### src/rtl/fifo_unpacker_if.sv
// Handshake bundle between the FIFO read port, the unpacker and the narrow consumer.
// The master side is the unpacker; the slave side is the FIFO plus the consumer.
interface fifo_unpacker_if #(
  parameter int W_IN  = 32,
  parameter int W_OUT = 8
);
  logic [W_IN-1:0]  fifo_rdata;
  logic             fifo_empty;
  logic             fifo_ren;
  logic [W_OUT-1:0] out_data;
  logic             out_valid;
  logic             out_last;
  logic             out_ready;
  logic             busy;

  modport master (
    input  fifo_rdata, fifo_empty, out_ready,
    output fifo_ren, out_data, out_valid, out_last, busy
  );

  modport slave (
    output fifo_rdata, fifo_empty, out_ready,
    input  fifo_ren, out_data, out_valid, out_last, busy
  );
endinterface

### src/rtl/fifo_unpacker.sv
// Pops W_IN-bit words from a sync FIFO and streams them out as W_OUT-bit chunks,
// LSB chunk first, on a valid/ready interface with registered outputs.
module fifo_unpacker #(
  parameter int W_IN  = 32,
  parameter int W_OUT = 8
) (
  input  logic                 clk,
  input  logic                 rst,
  fifo_unpacker_if.master      bus
);
  localparam int RATIO = W_IN / W_OUT;
  localparam int IDX_W = $clog2(RATIO);

  typedef enum logic {EMPTY, HOLD} state_t;

  state_t                      state;
  logic [RATIO-1:0][W_OUT-1:0] hold;
  logic [IDX_W-1:0]            idx;
  logic [IDX_W-1:0]            idx_next;
  logic [W_OUT-1:0]            data_q;
  logic                        last_q;
  logic                        accept;
  logic                        ren;

  assign accept   = (state == HOLD) && bus.out_ready;
  assign idx_next = idx + 1'b1;

  // NOTE: the pop strobe is combinational so a new word loads on the same edge
  // that retires the last chunk; gating with rst keeps the FIFO untouched in reset.
  assign ren = !rst && !bus.fifo_empty && ((state == EMPTY) || (accept && last_q));

  // NOTE: all state, including the hold register, uses non-blocking assignments
  // and is cleared by the async reset so no stale chunk survives a mid-word reset.
  always_ff @(posedge clk or posedge rst) begin
    if (rst) begin
      state  <= EMPTY;
      hold   <= '0;
      idx    <= '0;
      data_q <= '0;
      last_q <= 1'b0;
    end else if (ren) begin
      state  <= HOLD;
      hold   <= bus.fifo_rdata;
      idx    <= '0;
      data_q <= bus.fifo_rdata[W_OUT-1:0];
      last_q <= 1'b0;
    end else if (accept && !last_q) begin
      idx    <= idx_next;
      data_q <= hold[idx_next];
      last_q <= (idx_next == IDX_W'(RATIO - 1));
    end else if (accept) begin
      // Last chunk taken and nothing queued behind it.
      state  <= EMPTY;
      idx    <= '0;
      last_q <= 1'b0;
    end
  end

  assign bus.fifo_ren  = ren;
  assign bus.out_data  = data_q;
  assign bus.out_valid = (state == HOLD);
  assign bus.out_last  = last_q;
  assign bus.busy      = (state == HOLD);
endmodule

### src/flat_wrapper.sv
// flat-port wrapper written by rule: the top's interface ports become plain ports
module fifo_unpacker_flat 
#(
  parameter int W_IN  = 32,
  parameter int W_OUT = 8
)
  (clk, rst, bus_fifo_rdata, bus_fifo_empty, bus_out_ready, bus_fifo_ren, bus_out_data, bus_out_valid, bus_out_last, bus_busy);
  fifo_unpacker_if #(.W_IN(W_IN), .W_OUT(W_OUT)) bus_i ();
  input  logic clk;
  input  logic rst;
  input wire logic [$bits(bus_i.fifo_rdata)-1:0] bus_fifo_rdata;
  input wire logic [$bits(bus_i.fifo_empty)-1:0] bus_fifo_empty;
  input wire logic [$bits(bus_i.out_ready)-1:0] bus_out_ready;
  output wire logic [$bits(bus_i.fifo_ren)-1:0] bus_fifo_ren;
  output wire logic [$bits(bus_i.out_data)-1:0] bus_out_data;
  output wire logic [$bits(bus_i.out_valid)-1:0] bus_out_valid;
  output wire logic [$bits(bus_i.out_last)-1:0] bus_out_last;
  output wire logic [$bits(bus_i.busy)-1:0] bus_busy;
  assign bus_i.fifo_rdata = bus_fifo_rdata;
  assign bus_i.fifo_empty = bus_fifo_empty;
  assign bus_i.out_ready = bus_out_ready;
  assign bus_fifo_ren = bus_i.fifo_ren;
  assign bus_out_data = bus_i.out_data;
  assign bus_out_valid = bus_i.out_valid;
  assign bus_out_last = bus_i.out_last;
  assign bus_busy = bus_i.busy;
  fifo_unpacker #(.W_IN(W_IN), .W_OUT(W_OUT)) u_core (.clk(clk), .rst(rst), .bus(bus_i));
endmodule
### config.mk
export PLATFORM = sky130hd
export DESIGN_NAME = fifo_unpacker_flat
export DESIGN_NICKNAME = d
export VERILOG_FILES = /design/src/rtl/fifo_unpacker_if.sv /design/src/rtl/fifo_unpacker.sv /design/src/flat_wrapper.sv
export SDC_FILE = /design/constraint.sdc
export NUM_CORES = 1
export LEC_CHECK = 0
export CORE_UTILIZATION = 40
export CTS_CLUSTER_SIZE = 8
export DETAILED_ROUTE_END_ITERATION = 7
export MAX_ROUTING_LAYER = met4
export PLACE_DENSITY = 0.69
export SYNTH_ARGS = -nofsm -noshare
export SYNTH_HDL_FRONTEND = slang
export SYNTH_SLANG_ARGS = --single-unit
### constraint.sdc
create_clock -name clk -period 1.83 [get_ports clk]
set_input_delay 0.366 -clock clk [delete_from_list [all_inputs] [get_ports clk]]
set_output_delay 0.366 -clock clk [all_outputs]
set_load 0.02 [all_outputs]
==> metrics.md <==
| Metric | Value |
|---|---|
| Final RePlAce weighted congestion | `0.8082` |
| Root Buffer | `clkbuf_8` |
| RSZ-0062 raised after global routing | `true` |
| Endpoints failing setup | `2` |
| DR iter-0 viols | `71` |
| # DRC | `0` |
| Initial Utilization | `41.77%` |
| Status | `complete, but fails checks` |
| Total Neg Setup Slack | `-0.01421 ns` |
| Vias in the first global route | `1403` |
| Failing checks | `setup timing` |
| Pleak | `between 1 and 1.5 nW` |
| Synthesis warning total | `0` |
| Worst-Margin Slew | `0.3715 ns` |
| Final instance area | `0.002713 mm^2` |
| Clock Skew | `0.008109 ns` |
| Yosys reg bits | `44` |
| Top Ports | `48` |
| CTS Buf Count | `5` |
| Period Utilization, post-route | `100.5%` |
| Slew HR | `between 70% and 80%` |
| Buffers added on ports | `47` |
| Most frequent cells in the layout | `clkdlybuf4s50_1 (45), dfrtp_1 (44), mux2_2 (31)` |
| CTS Buffer Depth | `2` |
| Hold buffer count at cts | `0` |
| GRT overflow | `0` |
| Hold Slack | `0.4964 ns` |
| Synth Instances | `128` |
| Placed cell areas | `0.002560 mm^2` |
| Worst path top cell family by delay | `multiplexers` |
| Max_cap viols | `0` |
| Drt first pass iters | `4` |
| Hold Path Class | `flop to flop` |
| Register area share after synthesis | `approximately 56%` |
| Die width | `72.24 um` |
| Worst endpoint data arrival time | `2.02 ns` |
| Most common cell after layout, fill and taps aside | `clkdlybuf4s50_1` |
| Synth unique cells | `23` |
| Critical path, cell by cell | `ha_4, mux4_2, and2_4, a221o_1` |
| Synthesized area | `0.001973 mm^2` |
| Power per cell area | `1776 mW/mm^2` |
| Fill cell count | `376` |
| WP data required | `2.01 ns` |
| Share of cells above drive strength 1 | `~37%` |
| Net Count, Synth | `around 170` |
| Worst setup margin | `-0.009263 ns` |
| Post-CTS Setup Bufs | `0` |
| First-pass GRT wire length | `6479 um` |
| Clock sink count | `44` |
| # nets final | `223` |
| Row count | `25` |
| Total GRT Usage | `between 15 and 20%` |
| Element type at the critical path end | `flop` |
| Vias | `1284` |
| Antenna diodes | `0` |
| Fin util | `57.43%` |
| Slowest stage delay, CP | `a little over 0.5 ns` |
| Initial antenna violation count | `0` |
| Final Hold Vio Count | `0` |
| Final cell count without fillers | `approximately 250` |
| Via density | `5.075` |
| P&R area growth vs syn | `37.48%` |
| Setup crit start kind | `flop` |
| F_max | `543.7 MHz` |
| Total Wirelength | `3831 um` |
| Slowest CP cell | `mux4_2` |
| Pin count of the biggest net entering global routing | `44` |
| Syn_area_per_cell | `roughly 15 um^2` |
| DP HPWL | `around 2700 um` |
| Bufs and invs on worst path | `0` |
| Critical path type | `flop to flop` |
| WL per Instance | `15.14 um` |
| VDD IR max | `0.8458 mV` |
| Clock period minus final worst setup slack | `1.839 ns` |
| CTS HTree Levels | `2` |
| Die area | `0.005218 mm^2` |
| Placed cells | `~250` |
| Post-route ant nets | `0` |
| Die H | `72.24 um` |
| Final slew viol count | `0` |
| Clock transition at path regs | `0.08 ns` |
| Worst-Skew Late Latency | `0.29 ns` |
| CTS tree | `yes` |
| CP max FO | `8` |
| Core area | `0.004723 mm^2` |
-- Yosys cell counts --
master | n | area, um^2
dfrtp_1 | 44 | 1101
mux2_2 | 31 | 349.1
a221o_1 | 8 | 80.08
mux4_2 | 8 | 180.2
and2_0 | 7 | 43.79
nor2_1 | 5 | 18.77
buf_6 | 4 | 45.04
inv_1 | 3 | 11.26
buf_2 | 2 | 10.01
mux2i_1 | 2 | 20.02
nand2_1 | 2 | 7.510
a21boi_2 | 1 | 11.26
a21oi_1 | 1 | 5.000
and2_1 | 1 | 6.260
and3b_1 | 1 | 8.760
buf_4 | 1 | 7.510
ha_1 | 1 | 12.51
mux2_1 | 1 | 11.26
nand4b_1 | 1 | 8.760
nor2b_1 | 1 | 6.260
nor3_4 | 1 | 16.27
o22ai_1 | 1 | 6.260
or2_2 | 1 | 6.260
-- logic make-up (layout without fill, tap and decap cells) --
| kind of cell | count (synthesis) | after routing | synth area share, % |
|---|---|---|---|
| mux | 42 | 42 | 28.41 |
| buf+inv | 10 | 68 | 3.741 |
| compound gates | 11 | 11 | 5.200 |
| flops | 44 | 44 | 55.80 |
| fa+ha+maj | 1 | 1 | 0.6340 |
| simple gates | 20 | 20 | 6.215 |
-- flip-flops by register name, indices dropped and copies added (netlist names) --
register / cells
u_core.idx: 2
u_core.bus.busy: 1
u_core.bus.out_last: 1
u_core.hold: 32
u_core.bus.out_data: 8
-- power by group --
part	leakage, nW	internal (mW)	total [mW]	switching, mW
sequential	0.532	1.46	1.72	0.257
clock	0.0642	0.537	0.861	0.324
combinational	0.560	1.40	2.24	0.835
total	1.16	3.40	4.82	1.42
-- timing repair --
item                       4_1_cts  5_1_grt
cloned                           0        0
setup endpoints to repair        7       15
resized for setup                1       16
pin swaps                        1        1
-- worst paths after layout --
check                                 from                      to  slack [ns]  depth (start not counted)
hold reg to reg            u_core.hold[30]         u_core.hold[30]        0.50                          1
setup / recovery             u_core.idx[1]  u_core.bus.out_data[6]      -0.009                          4
max in group asynchronous              rst         u_core.hold[18]        0.93                          4
setup reg to reg             u_core.idx[1]  u_core.bus.out_data[6]      -0.009                          4
min in group asynchronous              rst          u_core.hold[7]        0.63                          4
hold / removal             u_core.hold[30]         u_core.hold[30]        0.50                          1
-- metrics by stage --
| step | setup slack [ns] | power (mW) |
|---|---|---|
| after global placement | -0.2098 | 3.830 |
| after global routing | -0.09597 | 5.148 |
| after floorplan | -0.1022 | 3.270 |
| after detailed placement | -0.2441 | 3.920 |
| after CTS | -0.02130 | 4.791 |
| final | -0.009263 | 4.818 |
-- final cells by class --
class                           instances  area, um^2  share of cell area, %
Clock buffer                            5       68.82                  2.537
Clock inverter                          2       60.06                  2.214
Inverter                                3       11.26                 0.4151
Multi-Input combinational cell         74       828.3                  30.54
Sequential cell                        44        1101                  40.59
Tap cell                               67       83.83                  3.090
Timing Repair Buffer                   58       559.3                  20.62
-- layer usage --
| layer | routed length (um) | vias to the layer above | global-route usage [%] |
|---|---|---|---|
| met5 | 0 | - | - |
| met4 | 55 | 0 | 5.882 |
| met3 | 234 | 5 | 4.722 |
| met2 | 1898 | 38 | 27.21 |
| met1 | 1643 | 657 | 21.36 |
| li1 | - | 584 | - |
Note: power is estimated with default switching activity, not from simulation.
